$ cat config.mk
export PLATFORM = sky130hd
export DESIGN_NAME = scan_trigger_gen
export DESIGN_NICKNAME = d
export VERILOG_FILES = /design/src/rtl/scan_pkg.sv /design/src/rtl/scan_pattern_shifter.sv /design/src/rtl/scan_trigger_gen.sv
export SDC_FILE = /design/constraint.sdc
export NUM_CORES = 1
export LEC_CHECK = 0
export BUFFER_PORTS_ARGS = -buffer_cell sky130_fd_sc_hd__buf_4
export CAP_MARGIN = 20
export CORE_MARGIN = 2
export CORE_UTILIZATION = 60
export DETAILED_ROUTE_END_ITERATION = 10
export PLACE_DENSITY = 0.82
export SYNTH_ARGS = -nofsm -noshare
export SYNTH_HDL_FRONTEND = slang
export SYNTH_SLANG_ARGS = --single-unit
$ cat constraint.sdc
create_clock -name i_clk -period 6.99 [get_ports i_clk]
set_clock_uncertainty 0.2 [all_clocks]
set_input_delay 0.699 -clock i_clk [delete_from_list [all_inputs] [get_ports i_clk]]
set_output_delay 0.699 -clock i_clk [all_outputs]
set_load 0.03 [all_outputs]
$ cat src/rtl/scan_pkg.sv
// Shared definitions for the column-scan trigger generator: pattern mode
// encodings, parameter-word field positions and sequence counter constants.
package scan_pkg;

  // Column pattern advance modes, selected by the parameter word.
  typedef enum logic [1:0] {
    MODE_STATIC = 2'd0,
    MODE_WALK_L = 2'd1,
    MODE_WALK_R = 2'd2,
    MODE_BOUNCE = 2'd3
  } scan_mode_e;

  // Parameter word field positions.
  localparam int PRM_ACTIVE  = 26;
  localparam int PRM_MODE_HI = 25;
  localparam int PRM_MODE_LO = 24;

  // Strobe sequence counter: 4 bits, parked at 15 when idle.
  localparam int               SEQ_W    = 4;
  localparam logic [SEQ_W-1:0] SEQ_IDLE = 4'd15;

  // Extract the mode field from a parameter word.
  function automatic scan_mode_e prm_mode(input logic [31:0] word);
    return scan_mode_e'(word[PRM_MODE_HI:PRM_MODE_LO]);
  endfunction

endpackage

$ cat src/rtl/scan_pattern_shifter.sv
// Column pattern register with per-mode initial load and once-per-frame
// advance (static, rotate left, rotate right, ping-pong bounce).
module scan_pattern_shifter
  import scan_pkg::*;
#(
  parameter int COLS = 28
) (
  input  logic            i_clk,
  input  logic            i_rst,
  input  logic            i_load,
  input  scan_mode_e      i_mode,
  input  logic            i_shift,
  output logic [COLS-1:0] o_pattern
);

  logic [COLS-1:0] pattern_q, pattern_d;
  // Bounce direction: 1 = moving towards the MSB, 0 = towards bit 0.
  logic            dir_up_q, dir_up_d;

  logic [COLS-1:0] rot_left;
  logic [COLS-1:0] rot_right;
  logic [COLS-1:0] shift_left;
  logic [COLS-1:0] shift_right;

  assign rot_left    = {pattern_q[COLS-2:0], pattern_q[COLS-1]};
  assign rot_right   = {pattern_q[0], pattern_q[COLS-1:1]};
  assign shift_left  = {pattern_q[COLS-2:0], 1'b0};
  assign shift_right = {1'b0, pattern_q[COLS-1:1]};

  // Next pattern: a load always wins over a frame advance.
  always_comb begin
    pattern_d = pattern_q;
    dir_up_d  = dir_up_q;
    if (i_load) begin
      dir_up_d = 1'b0;
      case (i_mode)
        MODE_STATIC: pattern_d = '1;
        MODE_WALK_L: begin
          pattern_d           = '0;
          pattern_d[COLS-1]   = 1'b1;
        end
        MODE_WALK_R: begin
          pattern_d           = '0;
          pattern_d[0]        = 1'b1;
        end
        default: begin
          // Bounce starts one step in from bit 0 heading down, so the
          // first frame shows bit 0 and the sweep then climbs.
          pattern_d           = '0;
          pattern_d[1]        = 1'b1;
        end
      endcase
    end else if (i_shift) begin
      case (i_mode)
        MODE_STATIC: pattern_d = pattern_q;
        MODE_WALK_L: pattern_d = rot_left;
        MODE_WALK_R: pattern_d = rot_right;
        default: begin
          if (dir_up_q) begin
            if (pattern_q[COLS-1]) begin
              dir_up_d  = 1'b0;
              pattern_d = shift_right;
            end else begin
              pattern_d = shift_left;
            end
          end else begin
            if (pattern_q[0]) begin
              dir_up_d  = 1'b1;
              pattern_d = shift_left;
            end else begin
              pattern_d = shift_right;
            end
          end
        end
      endcase
    end
  end

  // Pattern and direction state registers.
  always_ff @(posedge i_clk) begin
    if (i_rst) begin
      pattern_q <= '0;
      dir_up_q  <= 1'b0;
    end else begin
      pattern_q <= pattern_d;
      dir_up_q  <= dir_up_d;
    end
  end

  assign o_pattern = pattern_q;

endmodule

$ cat src/rtl/scan_trigger_gen.sv
// Column-scan trigger generator: divides the clock into row periods, runs a
// blank/toggle/load strobe sequence each row and advances the column pattern
// once per frame.
module scan_trigger_gen
  import scan_pkg::*;
#(
  parameter int  COLS     = 28,
  parameter int  ROWS     = 32,
  parameter int  DIV_W    = 24,
  parameter int  DIV_MIN  = 1023,
  parameter int  T_BLANK  = 1,
  parameter int  T_TOGGLE = 6,
  parameter int  T_LOAD   = 14,
  localparam int ROW_W    = $clog2(ROWS)
) (
  input  logic             i_clk,
  input  logic             i_rst,
  input  logic             i_ena,
  input  logic             i_prm_we,
  input  logic [31:0]      i_prm,
  output logic [COLS-1:0]  o_col_pattern,
  output logic             o_toggle_sync,
  output logic             o_head_flag,
  output logic [ROW_W-1:0] o_row
);

  localparam logic [DIV_W-1:0] PERIOD_MIN = DIV_W'(DIV_MIN);
  localparam logic [ROW_W-1:0] ROW_LAST   = ROW_W'(ROWS - 1);
  localparam logic [SEQ_W-1:0] SEQ_BLANK  = SEQ_W'(T_BLANK);
  localparam logic [SEQ_W-1:0] SEQ_TOGGLE = SEQ_W'(T_TOGGLE);
  localparam logic [SEQ_W-1:0] SEQ_LOAD   = SEQ_W'(T_LOAD);

  // ---------------- parameter register ----------------
  logic             active_q, active_d;
  scan_mode_e       mode_q, mode_d;
  logic [DIV_W-1:0] period_q, period_d;
  logic             prm_update_q;
  logic             unused_prm_bits;

  // Only the active, mode and period fields are meaningful.
  assign unused_prm_bits = ^i_prm;

  // Capture a parameter write; short periods are raised to the legal minimum.
  always_comb begin
    active_d = active_q;
    mode_d   = mode_q;
    period_d = period_q;
    if (i_prm_we) begin
      active_d = i_prm[PRM_ACTIVE];
      mode_d   = prm_mode(i_prm);
      period_d = (i_prm[DIV_W-1:0] < PERIOD_MIN) ? PERIOD_MIN : i_prm[DIV_W-1:0];
    end
  end

  // Parameter registers and the one-cycle update pulse that follows a write.
  always_ff @(posedge i_clk) begin
    if (i_rst) begin
      active_q     <= 1'b0;
      mode_q       <= MODE_STATIC;
      period_q     <= PERIOD_MIN;
      prm_update_q <= 1'b0;
    end else begin
      active_q     <= active_d;
      mode_q       <= mode_d;
      period_q     <= period_d;
      prm_update_q <= i_prm_we;
    end
  end

  // ---------------- enable edge detect ----------------
  logic ena_q;
  logic start;

  // Reset to 1 so an enable already high at reset release is not an edge.
  always_ff @(posedge i_clk) begin
    if (i_rst) begin
      ena_q <= 1'b1;
    end else begin
      ena_q <= i_ena;
    end
  end

  assign start = i_ena & ~ena_q;

  // ---------------- row divider ----------------
  logic [DIV_W-1:0] div_q, div_d;
  logic             count_end;
  logic             sync;

  assign count_end = (div_q == period_q);
  // A start coinciding with count_end still yields only one sync.
  assign sync      = count_end | start;

  // Divider is held at zero while disabled and restarts on every row sync.
  always_comb begin
    if (prm_update_q || !ena_q || sync) begin
      div_d = '0;
    end else begin
      div_d = div_q + DIV_W'(1);
    end
  end

  // ---------------- sequence and row counters ----------------
  logic [SEQ_W-1:0] seq_q, seq_d;
  logic [ROW_W-1:0] row_q, row_d;
  logic             frame_sync;

  // Sequence restarts on sync and parks at idle; a write aborts it.
  always_comb begin
    seq_d = seq_q;
    if (prm_update_q) begin
      seq_d = SEQ_IDLE;
    end else if (sync) begin
      seq_d = '0;
    end else if (seq_q != SEQ_IDLE) begin
      seq_d = seq_q + SEQ_W'(1);
    end
  end

  // Row index advances on sync; a write parks it on the last row so the
  // next sync begins a fresh frame at row 0.
  always_comb begin
    row_d = row_q;
    if (prm_update_q) begin
      row_d = ROW_LAST;
    end else if (sync) begin
      row_d = (row_q == ROW_LAST) ? '0 : row_q + ROW_W'(1);
    end
  end

  assign frame_sync = sync & (row_q == ROW_LAST);

  // Divider, sequence and row state registers.
  always_ff @(posedge i_clk) begin
    if (i_rst) begin
      div_q <= '0;
      seq_q <= SEQ_IDLE;
      row_q <= ROW_LAST;
    end else begin
      div_q <= div_d;
      seq_q <= seq_d;
      row_q <= row_d;
    end
  end

  // ---------------- pattern ----------------
  logic [COLS-1:0] pattern;

  scan_pattern_shifter #(
    .COLS (COLS)
  ) u_shifter (
    .i_clk     (i_clk),
    .i_rst     (i_rst),
    .i_load    (prm_update_q),
    .i_mode    (mode_q),
    .i_shift   (frame_sync & ~prm_update_q),
    .o_pattern (pattern)
  );

  // ---------------- strobe outputs ----------------
  logic [COLS-1:0]  col_q, col_d;
  logic             tog_q, tog_d;
  logic             head_q, head_d;
  logic [ROW_W-1:0] row_out_q, row_out_d;

  // Strobes are decoded from the next sequence value so each output changes
  // in the same cycle the sequence counter shows the matching step.
  always_comb begin
    col_d     = col_q;
    tog_d     = tog_q;
    head_d    = head_q;
    row_out_d = row_out_q;
    if (seq_d == SEQ_BLANK) begin
      col_d     = '0;
      head_d    = (row_q == '0);
      row_out_d = row_q;
    end
    if (seq_d == SEQ_TOGGLE) begin
      tog_d = ~tog_q;
    end
    if (seq_d == SEQ_LOAD) begin
      col_d = active_q ? pattern : '0;
    end
  end

  // Output registers; they hold their values whenever the sequence is idle.
  always_ff @(posedge i_clk) begin
    if (i_rst) begin
      col_q     <= '0;
      tog_q     <= 1'b0;
      head_q    <= 1'b0;
      row_out_q <= ROW_LAST;
    end else begin
      col_q     <= col_d;
      tog_q     <= tog_d;
      head_q    <= head_d;
      row_out_q <= row_out_d;
    end
  end

  assign o_col_pattern = col_q;
  assign o_toggle_sync = tog_q;
  assign o_head_flag   = head_q;
  assign o_row         = row_out_q;

endmodule

; After elaboration in Yosys (flattened, before gate mapping)
; Index checks and enable logic that the tools add are counted.
[classes]
n_addsub = 3
order_cmp = 1
eq_ne = 9
mux = 18
bitwise = 8
n_reduce_logical = 12
[op_table]
columns = operator, n
row1 = 2-to-1 mux 28 bit, 8
row2 = one-hot mux 28 bit (3 select lines), 2
row3 = "adder 24 x 1 -> 24 bit, second input constant", 1
row4 = equality test 24 bit, 1
row5 = "less-than comparator 24 x 10 -> 1 bit, second input constant", 1
row6 = 2-to-1 mux 24 bit, 1
row7 = 2-to-1 mux 4 bit, 3
row8 = "adder 5 x 1 -> 5 bit, second input constant", 1
row9 = "equality test 5 bit, second input constant", 1
row10 = logical NOT 5 bit, 1
row11 = 2-to-1 mux 5 bit, 1
row12 = "adder 4 x 1 -> 4 bit, second input constant", 1
row13 = "equality test 4 x 1 -> 1 bit, second input constant", 1
row14 = "equality test 4 x 3 -> 1 bit, second input constant", 1
row15 = "equality test 4 bit, second input constant", 1
row16 = "!= test 4 bit, second input constant", 1
row17 = inverter 1 bit, 4
row18 = AND reduction 2 bit, 2
row19 = nonzero test 2 bit, 2
row20 = OR reduction 2 bit, 2
row21 = AND 1 bit, 3
row22 = 2-to-1 mux 1 bit, 3
row23 = OR reduction 3 bit, 1
row24 = "equality test 2 x 1 -> 1 bit, second input constant", 1
row25 = other kinds (6), 7
[word_totals]
register_bits = 126
in_bits = 36
out_inout_bits = 35

; Logic depth before layout (Yosys ltp)
; Gate-level depths: netlist (run 1).
[depth]
word_depth = 8
depth_mapped = 11

; Cells and area by module
; A second synthesis (run 1) with hierarchy kept.
[hier_totals]
hier_cells = 674
area_unflattened_um2 = 6163.4
[modules_own_cells]
columns = mod, n_inst, cells_per_inst, area_per_inst_um2, seq_area_each_um2
row1 = scan_trigger_gen, 1, 416, 4144.0, 1941.9
row2 = scan_pattern_shifter, 1, 258, 2019.4, 580.6

; Worst setup path after synthesis (run 1)
; Ideal clock, no wire load.
[synth_timing]
path_type = reg-to-reg
startpoint = reg row_q[0]
endpoint = reg u_shifter.pattern_q[26], in the netlist u_shifter.o_pattern[26]
setup_time_ns = 0.136
arrival_time_ns = 2.059
slack_ns = 4.595
path_stages_with_launch = 11
n_path_buf = 2
synth_period_minus_slack_ns = 2.395
path_cell_list = dfxtp_1 > ha_1 > and3_1 > ha_1 > clkbuf_1 > nand2b_1 > nor3_1 > a21oi_1 > buf_2 > a2111oi_0 > a211oi_1
[synth_between]
elab_chain_len = 5
[synth_lines]
columns = element, line
row1 = start: declaration, scan_trigger_gen.sv:105  ; logic [ROW_W-1:0] row_q, row_d;
row2 = start signal: assignment, scan_trigger_gen.sv:142  ; row_q <= row_d;
row3 = equality test 5 bit, scan_trigger_gen.sv:131  ; assign frame_sync = sync & (row_q == ROW_LAST);
row4 = AND 1 bit, scan_trigger_gen.sv:131
row5 = AND 1 bit, scan_trigger_gen.sv:156  ; .i_shift (frame_sync & ~prm_update_q),
row6 = nonzero test 2 bit (no line), --
row7 = AND reduction 2 bit (no line), --
row8 = end signal: assignment, scan_pattern_shifter.sv:85  ; pattern_q <= pattern_d;
row9 = end: declaration, scan_pattern_shifter.sv:16  ; logic [COLS-1:0] pattern_q, pattern_d;
; Every way passes these cells.
; A chain may end at the register's enable or synchronous reset.

; Worst setup path in the final report (run 1)
[layout_timing]
startpoint = reg mode_q[0]
endpoint = reg u_shifter.pattern_q[25], in the netlist u_shifter.o_pattern[25]
[layout_between]
elab_chain_len = 4
word_cells_on_any_way = 9
classes_between = 3 x eq/ne / 4 x mux / 2 x reduce/logical
[layout_lines]
columns = element, line
row1 = start: declaration, scan_trigger_gen.sv:35  ; scan_mode_e mode_q, mode_d;
row2 = start signal: assignment, scan_trigger_gen.sv:64  ; mode_q <= mode_d;
row3 = "equality test 2 bit, or another cell as far along", "scan_pattern_shifter.sv:36, scan_pattern_shifter.sv:54"
row4 = one-hot mux 28 bit (3 select lines), scan_pattern_shifter.sv:54  ; case (i_mode)
row5 = 2-to-1 mux 28 bit, scan_pattern_shifter.sv:53  ; end else if (i_shift) begin
row6 = 2-to-1 mux 28 bit, scan_pattern_shifter.sv:34  ; if (i_load) begin
; Several ways; a longest one is shown, not always the timed one. The select of a mux whose other input is x is not followed.

==> flow_summary.toml, run 1 <==
[floorplanning]
ios = 71
rows = 35
coreArea_sq_um = 9110
die_h_microns = 100
start_util = 0.610
dieArea_sq_um = 10000
die_w_microns = 100

[hold_path]
whs_path_depth = 2
min_path_type = "in2reg"
min_from = "i_ena"
hold_end = "ena_q"

[yosys]
synth.yosys.warnings = 0
synth_compound_area_frac = 0.174
synth-seq-cells = 126
synth_enable_flop_cells = 0
synthAdderAreaFrac = 0.0203
syn_area_sq_um = 5550
synth_fp_nets = 633
synth_top_family_by_area = "simple AND/OR/NAND/NOR gates"
synth-simple-area-share = 0.182
syn_inst = 588
muxShareOfSynthArea = 0.0541
synth_xor_area_frac = 0.0757
syn_area_per_cell_sq_um = 9.44
ys_seq_area_frac = 0.454
ys_types = 51
ys.flop_type = "dfxtp_1"
synthArstFlopShare = 0

[drt]
drt_pre_antenna_iters = 5
wl_per_cell_microns = 16.3
viasPerCell = 6.16
drc_errors = 0
vias = 4672
ant_nets = 0
finalWirelength_microns = 12400
drt_iter0_drc = 235

[layout]
seq_area_sq_um = 2520
fin_nets = 680
num-fill-cells = 651
drive_above_1_share = 0.167
most-common-layout-cells = "126 x dfxtp_1, 68 x buf_4, 67 x nor2_1"
layout_commonest_cell = "dfxtp_1"
multiInputGateArea_sq_um = 2820
area_delta_synth_final_pct = 20.1
antennaDiodeCount = 0

[timing]
setup_viol = 0
fin_crit_sh = 0.426
max-slew-margin-rel = 0.296
fmaxAchievable_ghz = 0.336
final.setup.tns_ps = 0
rsz0062_at_grt = "false"
min_period_ps = 2980
maxSlewViolCount = 0
hold_viol = 0
worst_pin_slew_ps = 1050

[grt]
grt_pass1_vias = 4407
grt_overflow = 0
grtUsageTotal = 0.255
grt_max_degree = 49
grt_antenna_before_repair = 0
grt_pass1_wl_microns = 20600

[clocking]
cts_buffers = 17
post_cts_buffers = 0
root_buffer = "clkbuf_8"
clk_latency_ps = 510
h-tree-depth = 4
clock_path_buffers = 2
clkTransAtPathRegs_ps = 60
post_cts_resized = 0
cts_tree = "done"
cts_hold_buf = 0
cts.sinks = 126

[worst_setup_path]
crit_required_ps = 7180
reg2reg_to = "u_shifter.o_pattern[25]"
r2r_slack_ps = 4010
r2r_cells = 7
cp_max_fo = 13
worst_setup_path_start_kind = "register"
crit_arrival_ps = 3160
r2r_start = "mode_q[0]"
criticalPathCategory = "reg2reg"
critPathCaptureType = "register"

[power_and_ir_drop]
fin_total_pwr_w = 0.00196
powerDensity_nw_per_um2 = 294
p_leak_nw = 2.65
ir_drop_uv = 144

[place]
numPortBuffers = 65
hpwl_microns = 8120
gp_congestion = 0.845

[outcome]
status = "finished, final reports clean"

[job]
max-cap-violations = 0
area by class of cell:
type	instances	area share
clock buffer	17	0.0621
tap	111	0.0208
sequential	126	0.378
timing repair buffer	69	0.0795
multi-input combinational	411	0.423
inverter	10	0.00563
clock inverter	15	0.0310
flip-flops by register name, indices dropped and copies added (netlist names):
register,cells
o_row,5
row_q,5
div_q,24
o_head_flag,1
u_shifter.o_pattern,28
o_toggle_sync,1
seq_q,4
active_q,1
prm_update_q,1
period_q,24
ena_q,1
u_shifter.dir_up_q,1
o_col_pattern,28
mode_q,2
metal layers:
metal  share of wire  vias up  global-route usage
li1                -     2242                   -
met1            0.43     2238               0.313
met2            0.49      160               0.428
met3           0.047       32              0.0508
met4           0.027        0               0.124
met5               0        -                   0
critical path: stages, from the launching register on:
cell and delay [ps]:
dfxtp_1 410, inv_1 90, ha_1 450, nor3_1 120, a21oi_1 800, buf_4 330, a22oi_1 100, o311ai_0 340
power breakdown:
group | internal [W] | total [W] | switching [W]
clock | 0.000585 | 0.000912 | 0.000327
combinational | 0.000109 | 0.000253 | 0.000144
sequential | 0.000754 | 0.000799 | 0.0000449
worst max path at each step:
| stage | endpoint | startpoint | cells past startpoint | slack (ps) |
|---|---|---|---|---|
| final | u_shifter.o_pattern[25] | mode_q[0] | 7 | 4010 |
| after detailed placement | u_shifter.o_pattern[24] | row_q[0] | 8 | 4030 |
| after CTS | u_shifter.o_pattern[24] | row_q[0] | 8 | 4000 |
| after global routing | u_shifter.o_pattern[26] | row_q[0] | 9 | 3820 |
| after global placement | u_shifter.o_pattern[26] | row_q[0] | 8 | 4100 |
| after floorplan | u_shifter.o_pattern[26] | row_q[0] | 10 | 4590 |
logic make-up after synthesis:
group	Yosys count
and+or+nand+nor	194
AOI/OAI and AO/OA	130
DFF	126
buffers and inverters	51
xor gates and xnor gates	48
muxes	30
adders and majority gates	9
synthesized netlist by cell type, types with 7 or more instances:
library cell	number	area, sq um
o21ai_0	19	95.1
inv_1	9	33.8
a21oi_1	18	90.1
nand2b_1	13	81.3
clkbuf_1	24	90.1
xor2_1	15	131
o311ai_0	14	123
a22o_1	35	307
buf_2	12	60.1
nor2b_1	7	43.8
a22oi_1	14	105
nand4_1	14	87.6
nand3_1	28	140
nor3_1	12	60.1
nor2_1	67	251
xnor2_1	33	289
a211oi_1	8	60.1
nand2_1	17	63.8
nand3b_1	11	82.6
ha_1	9	113
dfxtp_1	126	2520
mux2i_1	30	300
stage by stage:
step / util / setup slack, ps / cell area [sq um] / hold slack [ps] / cells
CTS: 0.730 / 4000 / 6650 / 196 / 758
floorplan: - / 4590 / 5550 / 237 / 588
global placement: 0.662 / 4100 / 6030 / 248 / 726
global route: 0.732 / 3820 / 6670 / 196 / 759
finish: 0.732 / 4010 / 6670 / 206 / 759
detailed placement: 0.662 / 4030 / 6030 / 261 / 726
No activity file was read; power rests on OpenSTA's default activity.
==> inputs of run 2 (changes only) <==
--- a/config.mk
+++ b/config.mk
@@ -8,9 +8,9 @@
 export BUFFER_PORTS_ARGS = -buffer_cell sky130_fd_sc_hd__buf_4
 export CAP_MARGIN = 20
 export CORE_MARGIN = 2
-export CORE_UTILIZATION = 60
+export CORE_UTILIZATION = 52
 export DETAILED_ROUTE_END_ITERATION = 10
-export PLACE_DENSITY = 0.82
+export PLACE_DENSITY = 0.76
 export SYNTH_ARGS = -nofsm -noshare
 export SYNTH_HDL_FRONTEND = slang
 export SYNTH_SLANG_ARGS = --single-unit
==> constraint.sdc (replaced) <==
create_clock -name i_clk -period 2.4 [get_ports i_clk]
set_clock_uncertainty 0.2 [all_clocks]
set_input_delay 0.24 -clock i_clk [delete_from_list [all_inputs] [get_ports i_clk]]
set_output_delay 0.24 -clock i_clk [all_outputs]
set_load 0.03 [all_outputs]
==> flow_summary.toml, run 2 (same netlist as run 1, synthesis figures left out) <==
[layout]
fin_nets = 751
layout_commonest_cell = "dfxtp_1"
drive_above_1_share = 0.191
most-common-layout-cells = "126 x dfxtp_1, 91 x buf_4, 66 x nor2_1"
num-fill-cells = 691
area_delta_synth_final_pct = 33.0
seq_area_sq_um = 2520
multiInputGateArea_sq_um = 2840

[power_and_ir_drop]
swShare = 0.282
p_leak_nw = 3.00
power_frac_seq = 0.394
p_switching_w = 0.00164
clock_power_share = 0.445
internal_power_w = 0.00419
fin_total_pwr_w = 0.00583
ir_drop_uv = 398
powerDensity_nw_per_um2 = 789
pwr-share-comb = 0.162

[floorplanning]
ios = 71
coreArea_sq_um = 10300
die_w_microns = 107
start_util = 0.538
dieArea_sq_um = 11500
rows = 37
die_h_microns = 107

[clocking]
root_buffer = "clkbuf_8"
cts.sinks = 126
h-tree-depth = 4
clock_path_buffers = 2
clkTransAtPathRegs_ps = 60
cts_tree = "done"
clk_latency_ps = 520
cts_buffers = 17

[timing]
max-slew-margin-rel = 0.549
hold_viol = 0
worst_pin_slew_ps = 675
maxSlewViolCount = 0
min_period_ps = 2320
fin_crit_sh = 0.968
fmaxAchievable_ghz = 0.430
setup_viol = 0
final.setup.tns_ps = 0

[drt]
vias = 5055
drt_iter0_drc = 282
finalWirelength_microns = 14400
drc_errors = 0
ant_nets = 0
wl_per_cell_microns = 16.9
drt_pre_antenna_iters = 5
viasPerCell = 5.91

[grt]
grt_overflow = 0
grt_antenna_before_repair = 1
grt_max_degree = 49
grt_pass1_wl_microns = 23600
grtUsageTotal = 0.258
grt_pass1_vias = 4823

[hold_path]
min_path_type = "in2reg"
whs_path_depth = 2

[place]
hpwl_microns = 8580
gp_congestion = 0.860
numPortBuffers = 65

[worst_setup_path]
critPathCaptureType = "register"
crit_path_max_incr_delay_ps = 400
crit_required_ps = 2660
crit_arrival_ps = 2580
r2r_cells = 9
cpMaxStageDelayCell = "dfxtp_1"
path_cells = "xnor2_1 > nand4_1 > nor4_4 > buf_4 > a21oi_4 > buf_4 > a21oi_4 > buf_12 > a22o_1"
cp_max_fo = 28
criticalPathCategory = "reg2reg"
worst_setup_path_start_kind = "register"

[job]
max-cap-violations = 0

[outcome]
status = "finished, final reports clean"
## run 2: cell types whose count changed in the layout (fill, tap and decap cells not counted), moves of 2 or more
cell / delta
buf_12: +3
buf_4: +23
bufinv_16: -2
clkinv_2: -2
dlygate4sd3_1: +45
inv_6: +2
inv_8: +2
## run 2: power by group through the flow
stage	sequential [W]	combinational, W	clock (W)
2_1_floorplan	0.00234	0.000562	0
5_1_grt	0.00230	0.00103	0.00272
6_report	0.00229	0.000943	0.00259
3_3_place_gp	0.00233	0.000816	0
4_1_cts	0.00229	0.000926	0.00261
3_5_place_dp	0.00234	0.000858	0
## run 2: timing repair
action                                  in CTS  in global routing
setup buffers                                0                  2
endpoints found under the setup margin       6                 66
hold endpoints to repair                    32                  0
hold buffers                                45                  0
pin swaps                                    0                  1
gates resized for setup                      1                  5
## run 2: area by class of cell
type | count | area share
diodes | 1 | 0.000339
clock buffers | 18 | 0.0580
clock inverters | 14 | 0.0229
inverters | 10 | 0.00508
multi-input cells | 411 | 0.385
flip-flops and latches | 126 | 0.342
well taps | 136 | 0.0230
repair buffers | 140 | 0.164
## run 2: worst paths after layout
check / start / endpoint / slack (ps)
setup / recovery: div_q[23] / o_col_pattern[21] / 80
hold / removal: i_prm_we / prm_update_q / 30
setup reg to reg: div_q[23] / o_col_pattern[21] / 80
hold reg to reg: o_col_pattern[19] / o_col_pattern[19] / 280
## run 2: routing by layer
metal	track usage	routed length (microns)	vias to the layer above
met5	0	0	-
met4	0.113	358	0
met3	0.0527	654	29
met2	0.448	7420	186
met1	0.309	6010	2469
li1	-	-	2371
## run 2: worst max-delay path, delay by kind of cell, from the launching register on
kind                      cells  cell delay (ps)
and+or+nand+nor               2              530
xor gates and xnor gates      1              170
AOI/OAI and AO/OA             3              410
buffers and inverters         3              550
DFF                           1              400
## run 2: stage by stage
stage                     instances  utilization  worst slack (ps)  hold WS, ps  cell area (sq um)
after detailed placement        776        0.610              -186          262               6300
after global routing            856        0.715             -55.0         30.8               7380
final                           856        0.715              75.7         25.9               7380
after floorplan                 588            -              4.58          147               5550
after global placement          776        0.610             -71.0          252               6300
after CTS                       853        0.712             0.680         11.6               7350
==> inputs of run 3 (changes only) <==
--- a/config.mk
+++ b/config.mk
@@ -11,6 +11,7 @@
 export CORE_UTILIZATION = 52
 export DETAILED_ROUTE_END_ITERATION = 10
 export PLACE_DENSITY = 0.76
+export RECOVER_POWER = 50
 export SYNTH_ARGS = -nofsm -noshare
 export SYNTH_HDL_FRONTEND = slang
 export SYNTH_SLANG_ARGS = --single-unit
==> flow_summary.toml, run 3 (same netlist as run 1, synthesis figures left out) <==
[timing]
fmaxAchievable_ghz = 0.431
holdWs_ps = 33.5
worst_pin_slew_ps = 671
max-slew-margin-rel = 0.552
fin_crit_sh = 0.968
min_period_ps = 2320
setup_slack_ps = 77.6
maxSlewViolCount = 0
hold_viol = 0
setup_viol = 0

[power_and_ir_drop]
ir_drop_uv = 411
powerDensity_nw_per_um2 = 804
p_leak_nw = 2.85
fin_total_pwr_w = 0.00582

[place]
hpwl_microns = 8580
placed_area_sq_um = 6300
gp_congestion = 0.860
post-place-ws_ps = -186
numPortBuffers = 65

[grt]
grt_pass1_vias = 4823
grt_max_degree = 49
grtUsageTotal = 0.258
grt_antenna_before_repair = 1
grt_pass1_wl_microns = 23600
grt_overflow = 0

[worst_setup_path]
worst_setup_path_start_kind = "register"
criticalPathCategory = "reg2reg"
r2r_slack_ps = 80
crit_required_ps = 2600
critPathCaptureType = "register"
crit_arrival_ps = 2520
cp_max_fo = 28

[outcome]
status = "finished, final reports clean"

[drt]
ant_nets = 0
drc_errors = 0
wl_per_cell_microns = 16.9
vias = 5048
drt_pre_antenna_iters = 5
drt_iter0_drc = 245
finalWirelength_microns = 14500
viasPerCell = 5.90

[hold_path]
min_path_type = "in2reg"

[layout]
stdcell_area_sq_um = 7240
layout_commonest_cell = "dfxtp_1"
drive_above_1_share = 0.139
fin_nets = 751
area_delta_synth_final_pct = 30.5
most-common-layout-cells = "126 x dfxtp_1, 66 x nor2_1, 53 x buf_4"

[floorplanning]
start_util = 0.538
ios = 71
die_w_microns = 107
die_h_microns = 107
rows = 37
dieArea_sq_um = 11500
coreArea_sq_um = 10300

[clocking]
root_buffer = "clkbuf_8"
cts_buffers = 17
cts.sinks = 126
cts_tree = "done"
clk_latency_ps = 520
h-tree-depth = 4
clkTransAtPathRegs_ps = 60
clock_path_buffers = 2

[job]
max-cap-violations = 0
==> run 3: changes by cell type in the layout (fill, tap and decap cells not counted) <==
cell,before,now
clkbuf_4,0,1
clkbuf_1,0,37
buf_4,91,53
==> run 3: repair_timing <==
action | CTS | global route
buffers inserted | 0 | 2
gates cloned | 0 | 0
endpoints found under the hold margin | 32 | 0
pin swaps | 0 | 1
gates resized for setup | 1 | 5
hold buffers | 45 | 0
endpoints found under the setup margin | 6 | 66
==> run 3: final cells by class <==
class | instances | area [sq um]
clock buffer | 18 | 428
sequential | 126 | 2520
clock inverter | 14 | 169
fill | 743 | 3080
inverter | 10 | 37.5
tap | 136 | 170
multi-input combinational | 411 | 2840
timing repair buffer | 140 | 1070
antenna | 1 | 2.50
==> run 3: routing by layer <==
metal / global-route usage / wire [microns] / part of all wire
met3: 0.0527 / 677 / 0.047
met2: 0.448 / 7410 / 0.51
met1: 0.309 / 6030 / 0.42
met4: 0.113 / 355 / 0.025
met5: 0 / 0 / 0
==> run 3: path summary, 6_finish.rpt <==
path | depth (start not counted) | from | end
worst min register to register | 1 | o_col_pattern[8] | o_col_pattern[8]
worst max-delay path | 8 | seq_q[0] | o_col_pattern[23]
worst min-delay path | 2 | i_prm_we | prm_update_q
worst max register to register | 8 | seq_q[0] | o_col_pattern[23]
==> run 3: where the power goes <==
| group | leakage, nW | switching (W) | internal [W] |
|---|---|---|---|
| Sequential | 1.03 | 0.0000988 | 0.00220 |
| Combinational | 1.53 | 0.000501 | 0.000434 |
| Clock | 0.292 | 0.00104 | 0.00155 |
| Total | 2.85 | 0.00164 | 0.00418 |
==> run 3: per-stage QoR <==
step	setup TNS (ps)	instances	util
after CTS	0	853	0.712
final	0	856	0.702
after global placement	-71.0	776	0.610
after global routing	-1030	856	0.702
after floorplan	0	588	-
after detailed placement	-497	776	0.610
==> run 3: critical path: stages (launching register included) <==
cell      delay (ps)
dfxtp_1          320
ha_1             310
buf_4            150
nand2_1          110
nor3b_1           70
a211oi_1         390
and4b_1          290
buf_12           180
a22o_1           190
